**src/rtl/cdc_handshake_tx_if.sv**
```systemverilog
// Interface bundling the local valid/ready side and the far-domain req/ack
// side of the toggle-handshake transmitter.
// slave  : the transmitter itself.
// master : the environment, which drives the local word and the returned ack.
interface cdc_handshake_tx_if #(
    parameter int unsigned WIDTH = 8
);
    logic             i_valid;
    logic             o_ready;
    logic [WIDTH-1:0] i_data;
    logic             o_req;
    logic [WIDTH-1:0] o_data;
    logic             i_ack;
    logic             o_done;
    logic             o_proto_err;
    logic             o_timeout;

    modport slave (
        input  i_valid,
        input  i_data,
        input  i_ack,
        output o_ready,
        output o_req,
        output o_data,
        output o_done,
        output o_proto_err,
        output o_timeout
    );

    modport master (
        output i_valid,
        output i_data,
        output i_ack,
        input  o_ready,
        input  o_req,
        input  o_data,
        input  o_done,
        input  o_proto_err,
        input  o_timeout
    );
endinterface

```
**src/rtl/cdc_handshake_tx.sv**
```systemverilog
// Source-domain end of a 2-phase (toggle) req/ack clock-domain crossing.
// A word accepted on the local valid/ready side is held on o_data while o_req
// toggles; the far-domain ack is resynchronised through an ASYNC_REG chain and
// the block frees itself once the synchronised ack equals o_req.
// Optional feature: define CDC_TX_TIMEOUT_EN to enable the WAIT_ACK watchdog
// that pulses o_timeout every TIMEOUT_CYCLES+1 cycles without aborting.
module cdc_handshake_tx #(
    parameter int unsigned      WIDTH          = 8,
    parameter int unsigned      STEP           = 2,
    parameter logic [WIDTH-1:0] INIT           = '0,
    parameter int unsigned      TIMEOUT_CYCLES = 1023
) (
    input  logic                i_clk,
    input  logic                i_rst,
    cdc_handshake_tx_if.slave   bus
);

    typedef enum logic {
        IDLE,
        WAIT_ACK
    } state_t;

    state_t           state_q, state_d;
    logic             req_q, req_d;
    logic [WIDTH-1:0] data_q, data_d;
    logic             ready_q, ready_d;
    logic             done_q, done_d;
    logic             err_q, err_d;

    (* ASYNC_REG = "TRUE" *) logic [STEP-1:0] ack_s_q;
    logic ack_y;

    assign ack_y = ack_s_q[STEP-1];

    // Resynchronise the far-domain ack toggle into i_clk.
    always_ff @(posedge i_clk or posedge i_rst) begin
        if (i_rst) begin
            ack_s_q <= '0;
        end else begin
            ack_s_q <= {ack_s_q[STEP-2:0], bus.i_ack};
        end
    end

    // Handshake state and registered outputs.
    always_ff @(posedge i_clk or posedge i_rst) begin
        if (i_rst) begin
            state_q <= IDLE;
            req_q   <= 1'b0;
            data_q  <= INIT;
            ready_q <= 1'b0;
            done_q  <= 1'b0;
            err_q   <= 1'b0;
        end else begin
            state_q <= state_d;
            req_q   <= req_d;
            data_q  <= data_d;
            ready_q <= ready_d;
            done_q  <= done_d;
            err_q   <= err_d;
        end
    end

    // Next-state logic; accept is gated on the registered ready so a word
    // presented on the first cycle after reset is not captured.
    always_comb begin
        state_d = state_q;
        req_d   = req_q;
        data_d  = data_q;
        ready_d = ready_q;
        done_d  = 1'b0;
        err_d   = err_q;
        unique case (state_q)
            IDLE: begin
                ready_d = 1'b1;
                if (ack_y != req_q) begin
                    err_d = 1'b1;
                end
                if (bus.i_valid && ready_q) begin
                    data_d  = bus.i_data;
                    req_d   = ~req_q;
                    ready_d = 1'b0;
                    state_d = WAIT_ACK;
                end
            end
            WAIT_ACK: begin
                ready_d = 1'b0;
                if (ack_y == req_q) begin
                    ready_d = 1'b1;
                    done_d  = 1'b1;
                    state_d = IDLE;
                end
            end
            default: begin
                state_d = IDLE;
            end
        endcase
    end

`ifdef CDC_TX_TIMEOUT_EN
    localparam int unsigned CW = (TIMEOUT_CYCLES < 1) ? 1 : $clog2(TIMEOUT_CYCLES + 1);
    localparam logic [CW-1:0] CNT_LAST = CW'(TIMEOUT_CYCLES);

    logic [CW-1:0] cnt_q, cnt_d;
    logic          to_q, to_d;

    // Watchdog counter: zero in IDLE, so it always starts at 0 on WAIT_ACK entry.
    always_comb begin
        cnt_d = '0;
        to_d  = 1'b0;
        if (state_q == WAIT_ACK) begin
            if (cnt_q == CNT_LAST) begin
                to_d = 1'b1;
            end else begin
                cnt_d = cnt_q + 1'b1;
            end
        end
    end

    // Watchdog registers.
    always_ff @(posedge i_clk or posedge i_rst) begin
        if (i_rst) begin
            cnt_q <= '0;
            to_q  <= 1'b0;
        end else begin
            cnt_q <= cnt_d;
            to_q  <= to_d;
        end
    end

    assign bus.o_timeout = to_q;
`else
    logic unused_timeout_cfg;
    assign unused_timeout_cfg = ^TIMEOUT_CYCLES;
    assign bus.o_timeout      = 1'b0;
`endif

    assign bus.o_ready     = ready_q;
    assign bus.o_req       = req_q;
    assign bus.o_data      = data_q;
    assign bus.o_done      = done_q;
    assign bus.o_proto_err = err_q;

endmodule

```
**src/flat_wrapper.sv**
```systemverilog
// flat-port wrapper written by rule: the top's interface ports become plain ports
module cdc_handshake_tx_flat 
#(
    parameter int unsigned      WIDTH          = 8,
    parameter int unsigned      STEP           = 2,
    parameter logic [WIDTH-1:0] INIT           = '0,
    parameter int unsigned      TIMEOUT_CYCLES = 1023
)
  (i_clk, i_rst, bus_i_valid, bus_i_data, bus_i_ack, bus_o_ready, bus_o_req, bus_o_data, bus_o_done, bus_o_proto_err, bus_o_timeout);
  cdc_handshake_tx_if #(.WIDTH(WIDTH)) bus_i ();
  input  logic i_clk;
  input  logic i_rst;
  input wire logic [$bits(bus_i.i_valid)-1:0] bus_i_valid;
  input wire logic [$bits(bus_i.i_data)-1:0] bus_i_data;
  input wire logic [$bits(bus_i.i_ack)-1:0] bus_i_ack;
  output wire logic [$bits(bus_i.o_ready)-1:0] bus_o_ready;
  output wire logic [$bits(bus_i.o_req)-1:0] bus_o_req;
  output wire logic [$bits(bus_i.o_data)-1:0] bus_o_data;
  output wire logic [$bits(bus_i.o_done)-1:0] bus_o_done;
  output wire logic [$bits(bus_i.o_proto_err)-1:0] bus_o_proto_err;
  output wire logic [$bits(bus_i.o_timeout)-1:0] bus_o_timeout;
  assign bus_i.i_valid = bus_i_valid;
  assign bus_i.i_data = bus_i_data;
  assign bus_i.i_ack = bus_i_ack;
  assign bus_o_ready = bus_i.o_ready;
  assign bus_o_req = bus_i.o_req;
  assign bus_o_data = bus_i.o_data;
  assign bus_o_done = bus_i.o_done;
  assign bus_o_proto_err = bus_i.o_proto_err;
  assign bus_o_timeout = bus_i.o_timeout;
  cdc_handshake_tx #(.WIDTH(WIDTH), .STEP(STEP), .INIT(INIT), .TIMEOUT_CYCLES(TIMEOUT_CYCLES)) u_core (.i_clk(i_clk), .i_rst(i_rst), .bus(bus_i));
endmodule
```
**config.mk**
```make
export PLATFORM = sky130hd
export DESIGN_NAME = cdc_handshake_tx_flat
export DESIGN_NICKNAME = d
export VERILOG_FILES = /design/src/rtl/cdc_handshake_tx_if.sv /design/src/rtl/cdc_handshake_tx.sv /design/src/flat_wrapper.sv
export SDC_FILE = /design/constraint.sdc
export NUM_CORES = 1
export LEC_CHECK = 0
export CAP_MARGIN = 20
export CORE_MARGIN = 4
export CORE_UTILIZATION = 43
export CTS_CLUSTER_DIAMETER = 100
export DETAILED_ROUTE_END_ITERATION = 10
export PLACE_DENSITY = 0.91
export SYNTH_ARGS = -nofsm -noshare
export SYNTH_HDL_FRONTEND = slang
export SYNTH_SLANG_ARGS = --single-unit
```
**constraint.sdc**
```tcl
create_clock -name i_clk -period 2.8 [get_ports i_clk]
set_input_delay 0.56 -clock i_clk [delete_from_list [all_inputs] [get_ports i_clk]]
set_output_delay 0.56 -clock i_clk [all_outputs]
set_load 0.01 [all_outputs]
```
==> flow_summary.toml, run 1 <==
[global_routing]
grt_pass1_vias = 380
grt_pass1_wl_um = 1590
grt-ovfl-total = 0
track_usage_pct = 11.2
grt-busiest-layer = "met2"
antenna_found_initial = 0
met2_usage_pct = 16.9
grt_use_met1_pct = 13.4
use_met3_pct = 3.98
grt_max_degree = 16

[sta]
final.period_utilization_pct = 64.1
grt_setup_unrepaired = "no"
finalCriticalPeriod_ns = 1.80
skew_ns = 0.00653
fmax_mhz = 557
fin_setup_tns_ns = 0
slew_viol_final = 0
slew_headroom_pct = 62.3
whs_ns = 0.360
hold_viol = 0
setup_viol = 0
tightestPinTransition_ns = 0.565

[floorplanning]
die_area_sq_um = 2040
placement_rows = 13
ios = 25
die_w_um = 45.1
initial_core_util_pct = 45.6
fp.dieH_um = 45.1
core_sq_um = 1300

[worst_setup_path]
cp_num_buf_inv = 1
crit_chain = "clkdlybuf4s50_1"
cp_max_fo = 3
cp-start-kind = "flip-flop"
cp.required_ns = 2.24
slowest_stage = "clkdlybuf4s50_1"
worstPathArrival_ns = 1.24
worstSetupPathType = "flip-flop to output port"
path_depth = 1
crit_path_end_kind = "output port"
cp_slowest_stage_delay_ns = 0.56
path_delay_family = "buffers and inverters"
reg2regPathDepth = 2

[detailed_routing]
num_vias = 352
ant_nets = 0
wl_um = 1050
drc_errors = 0
drt_iter0_drc = 1
avgViaCountPerCell = 4.69
post_drt_wl_per_cell_um = 13.9
first_pass_iters = 4

[layout]
layout_common_cells = "clkdlybuf4s50_1, dfrtp_1, mux2_4"
final_common_cell = "clkdlybuf4s50_1"
insertedDiodeCount = 0
areaGrowthSynthToFinish_pct = 43.2
fill_cells = 110
fin_nets = 73
drive_gt1_share_pct = 23.3

[synthesis]
synth_cell_type_count = 12
synth_top_area_share_pct = 63.3
synth.net_count = 47
ys_ff_latch = 15
synth_seq_area_share_pct = 63.3
synth_warnings = 0
syn-mean-instance-area_sq_um = 16.9
synth_area_sq_um = 593
synthTopCellsByArea = "dfrtp_1, mux2_4, nand3b_4"
syn_inst = 35
yosysTopAreaCell = "dfrtp_1"

[place]
gp_congestion = 0.633
dp_hpwl_um = 800
port_buffers = 23

[job]
drv_cap = 0

[run_status]
status = "finished clean"

[cts]
cts_max_level = 1
hold_buffers = 0
path_clk_slew_ns = 0.08
cts_tree = "yes"
cts-buffers-inserted = 3
root_buffer = "clkbuf_4"
cts_setup_buffers = 0
postCtsResizedCells = 0
clockBufferDepth = 2
cts.sinks = 15
clock_latency_ns = 0.27

[power_and_ir_drop]
ir_drop_mv = 0.505
netSwitchingPower_mw = 0.262
switching_share_pct = 29.0
combPwrFrac_pct = 46.0
total_leakage_power_nw = 0.397
pwr-share-seq_pct = 41.0
pwr-share-clk_pct = 13.0
p_per_area_nw_per_um2 = 1060
p_int_mw = 0.642

[worst_hold_path]
hp-class = "flip-flop to flip-flop"
holdPathStages = 0
## cell type report
| class | count | area, sq um | share of cell area, % |
|---|---|---|---|
| Clock buffer | 4 | 26.3 | 3.09 |
| Inverter | 1 | 3.75 | 0.442 |
| Multi-Input combinational cell | 17 | 195 | 23.0 |
| Sequential cell | 15 | 375 | 44.2 |
| Tap cell | 15 | 18.8 | 2.21 |
| Timing Repair Buffer | 23 | 230 | 27.1 |
## routing by layer
| metal | part of all wire (%) | wire length, um |
|---|---|---|
| met2 | 51 | 536 |
| met4 | 1.1 | 12 |
| met1 | 40 | 419 |
| met3 | 7.3 | 76 |
| met5 | 0 | 0 |
## cells by family after synthesis
group	after synthesis	share of synthesized area (%)
flip-flops	15	63.3
multiplexers	8	20.3
AO/OA/AOI/OAI	4	4.43
buffers and inverters	3	3.80
XOR/XNOR	2	2.95
AND/OR/NAND/NOR	2	4.64
other	1	0.632
## path summary, 6_finish.rpt
path                                               from                                to  slack, ns
max reg2reg                    u_core.state_q$_DFF_PP0_  u_core.bus.o_data[6]$_DFFE_PP0P_       1.62
min                         u_core.ack_s_q[0]$_DFF_PP0_       u_core.ack_s_q[1]$_DFF_PP0_       0.36
max in group asynchronous                         i_rst       u_core.bus.o_done$_DFF_PP0_       1.78
min in group asynchronous                         i_rst  u_core.bus.o_data[5]$_DFFE_PP0P_       0.64
max                        u_core.bus.o_req$_DFFE_PP0P_                         bus_o_req       1.00
min reg2reg                 u_core.ack_s_q[0]$_DFF_PP0_       u_core.ack_s_q[1]$_DFF_PP0_       0.36
## sequential cells by signal (all words and copies together) (netlist names)
name / count
u_core.ack_s_q: 2
u_core.bus.o_data: 8
u_core.bus.o_done: 1
u_core.bus.o_proto_err: 1
u_core.bus.o_ready: 1
u_core.bus.o_req: 1
u_core.state_q: 1
## cell usage after synthesis, drive strengths merged
library cell	instances
conb	1
xnor2	2
nand3b	1
o21bai	1
inv	1
mux2	8
and2	1
buf	2
a21o	1
dfrtp	15
a21oi	2
## metrics by stage
stage | instance area [sq um] | utilization (%) | setup slack (ns) | power [mW] | std cells
2_1_floorplan | 593 | - | 1.62 | 0.597 | 35
3_3_place_gp | 823 | 63.3 | 1.06 | 0.779 | 71
3_5_place_dp | 823 | 63.3 | 1.04 | 0.794 | 71
4_1_cts | 850 | 65.3 | 0.986 | 0.917 | 75
5_1_grt | 850 | 65.3 | 0.935 | 0.950 | 75
6_report | 850 | 65.3 | 1.00 | 0.904 | 75
## power groups by stage
| stage | Clock, mW | Sequential (mW) | Combinational (mW) |
|---|---|---|---|
| after floorplan | 0 | 0.405 | 0.192 |
| after global placement | 0 | 0.371 | 0.408 |
| after detailed placement | 0 | 0.375 | 0.419 |
| after CTS | 0.123 | 0.372 | 0.422 |
| after global routing | 0.130 | 0.383 | 0.437 |
| final | 0.117 | 0.371 | 0.416 |
Note: power is estimated with default switching activity, not from simulation.
==> run 2: changes to the inputs <==
--- a/config.mk
+++ b/config.mk
@@ -7,10 +7,10 @@
 export LEC_CHECK = 0
 export CAP_MARGIN = 20
 export CORE_MARGIN = 4
-export CORE_UTILIZATION = 43
+export CORE_UTILIZATION = 36
 export CTS_CLUSTER_DIAMETER = 100
 export DETAILED_ROUTE_END_ITERATION = 10
-export PLACE_DENSITY = 0.91
+export PLACE_DENSITY = 0.82
 export SYNTH_ARGS = -nofsm -noshare
 export SYNTH_HDL_FRONTEND = slang
 export SYNTH_SLANG_ARGS = --single-unit
==> constraint.sdc (replaced) <==
create_clock -name i_clk -period 1.5 [get_ports i_clk]
set_input_delay 0.3 -clock i_clk [delete_from_list [all_inputs] [get_ports i_clk]]
set_output_delay 0.3 -clock i_clk [all_outputs]
set_load 0.01 [all_outputs]
==> flow_summary.toml, run 2 (synthesis results as in run 1) <==
[worst_setup_path]
cp.required_ns = 1.20
worstPathArrival_ns = 1.12
slowest_stage = "clkdlybuf4s50_1"
cp_num_buf_inv = 1
cp_slowest_stage_delay_ns = 0.52
worstSetupPathType = "flip-flop to output port"
path_delay_family = "buffers and inverters"
cp-start-kind = "flip-flop"
cp_max_fo = 1
crit_chain = "clkdlybuf4s50_1"
crit_path_end_kind = "output port"

[power_and_ir_drop]
total_leakage_power_nw = 0.493
ir_drop_mv = 0.914
fin_total_pwr_mw = 1.68
p_per_area_nw_per_um2 = 1880

[cts]
cts_tree = "yes"
clockBufferDepth = 2
cts-buffers-inserted = 3
hold_buffers = 0
root_buffer = "clkbuf_4"
path_clk_slew_ns = 0.09
clock_latency_ns = 0.28
cts_max_level = 1
cts.sinks = 15

[sta]
fin_setup_tns_ns = 0
final.period_utilization_pct = 94.8
skew_ns = 0.00798
grt_setup_unrepaired = "no"
slew_viol_final = 0
hold_viol = 0
fmax_mhz = 703
finalCriticalPeriod_ns = 1.42
setup_viol = 0

[detailed_routing]
first_pass_iters = 2
avgViaCountPerCell = 4.76
ant_nets = 0
num_vias = 376
drc_errors = 0
post_drt_wl_per_cell_um = 13.7
wl_um = 1080
drt_iter0_drc = 4

[floorplanning]
fp.dieH_um = 48.6
placement_rows = 14
die_w_um = 48.6
ios = 25
initial_core_util_pct = 38.9
die_area_sq_um = 2360
core_sq_um = 1520

[layout]
final-seq-area_sq_um = 375
layout_common_cells = "dfrtp_1, clkdlybuf4s50_1, dlymetal6s2s_1"
final_core_util_pct = 58.7
drive_gt1_share_pct = 28.6
areaGrowthSynthToFinish_pct = 50.8
final_common_cell = "dfrtp_1"
multi_input_area_sq_um = 195
largest_reg_flops = 8
fin_nets = 76
insertedDiodeCount = 0
fill_cells = 133

[global_routing]
grt_pass1_vias = 394
grt_pass1_wl_um = 1840
antenna_found_initial = 0
grt_max_degree = 16
grt-ovfl-total = 0
track_usage_pct = 10.3

[worst_hold_path]
hp-class = "input port to async pin"

[place]
port_buffers = 23
gp_congestion = 0.681

[job]
drv_cap = 0

[run_status]
status = "finished clean"
[run 2: cell count changes in the layout (fill, tap and decap cells not counted)]
cell,before,now
clkbuf_1,1,0
buf_4,0,3
clkinv_2,0,1
clkdlybuf4s50_1,23,12
dlygate4sd2_1,0,2
dlymetal6s2s_1,0,9
[run 2: final cells by class]
cell class	count	share of cell area, %
Clock buffer	3	2.52
Tap cell	16	2.24
Inverter	1	0.420
Multi-Input combinational cell	17	21.8
Timing Repair Buffer	26	30.5
Sequential cell	15	42.0
Clock inverter	1	0.559
[run 2: what timing repair did]
item                       CTS  global route
buffers inserted             2             0
setup endpoints to repair    4             9
gates resized for setup      2             9
[run 2: per-stage QoR]
step / setup slack [ns] / hold slack (ns) / cell area [sq um] / std cells
3_3_place_gp: 0.0171 / 0.336 / 832 / 73
2_1_floorplan: 0.392 / 0.201 / 593 / 35
5_1_grt: 0.0513 / 0.310 / 895 / 79
3_5_place_dp: 0.00265 / 0.348 / 832 / 73
6_report: 0.0782 / 0.305 / 895 / 79
4_1_cts: 0.00201 / 0.310 / 872 / 79
[run 2: metal layers]
metal	GRT usage, %	wire (um)	vias to the layer above
met3	5.21	80	2
met2	16.1	570	14
met4	4.04	11	0
met1	12.0	420	191
li1	-	-	169
met5	0	0	-
[run 2: path summary, 6_finish.rpt]
| path | startpoint | to | slack (ns) | cells after the start |
|---|---|---|---|---|
| hold / removal | i_rst | u_core.bus.o_data[4]$_DFFE_PP0P_ | 0.30 | 3 |
| setup / recovery | u_core.bus.o_done$_DFF_PP0_ | bus_o_done | 0.08 | 1 |
| setup reg to reg | u_core.state_q$_DFF_PP0_ | u_core.bus.o_data[6]$_DFFE_PP0P_ | 0.31 | 2 |
| hold reg to reg | u_core.ack_s_q[0]$_DFF_PP0_ | u_core.ack_s_q[1]$_DFF_PP0_ | 0.36 | 0 |
| max in group asynchronous | i_rst | u_core.bus.o_data[6]$_DFFE_PP0P_ | 1.02 | 3 |
| min in group i_clk | u_core.ack_s_q[0]$_DFF_PP0_ | u_core.ack_s_q[1]$_DFF_PP0_ | 0.36 | 0 |
[run 2: power by group]
| part | switching [mW] | leakage (nW) | internal [mW] | total (mW) |
|---|---|---|---|---|
| sequential | 0.0932 | 0.174 | 0.571 | 0.665 |
| combinational | 0.279 | 0.301 | 0.509 | 0.788 |
| clock | 0.128 | 0.0177 | 0.0989 | 0.227 |
| total | 0.500 | 0.493 | 1.18 | 1.68 |
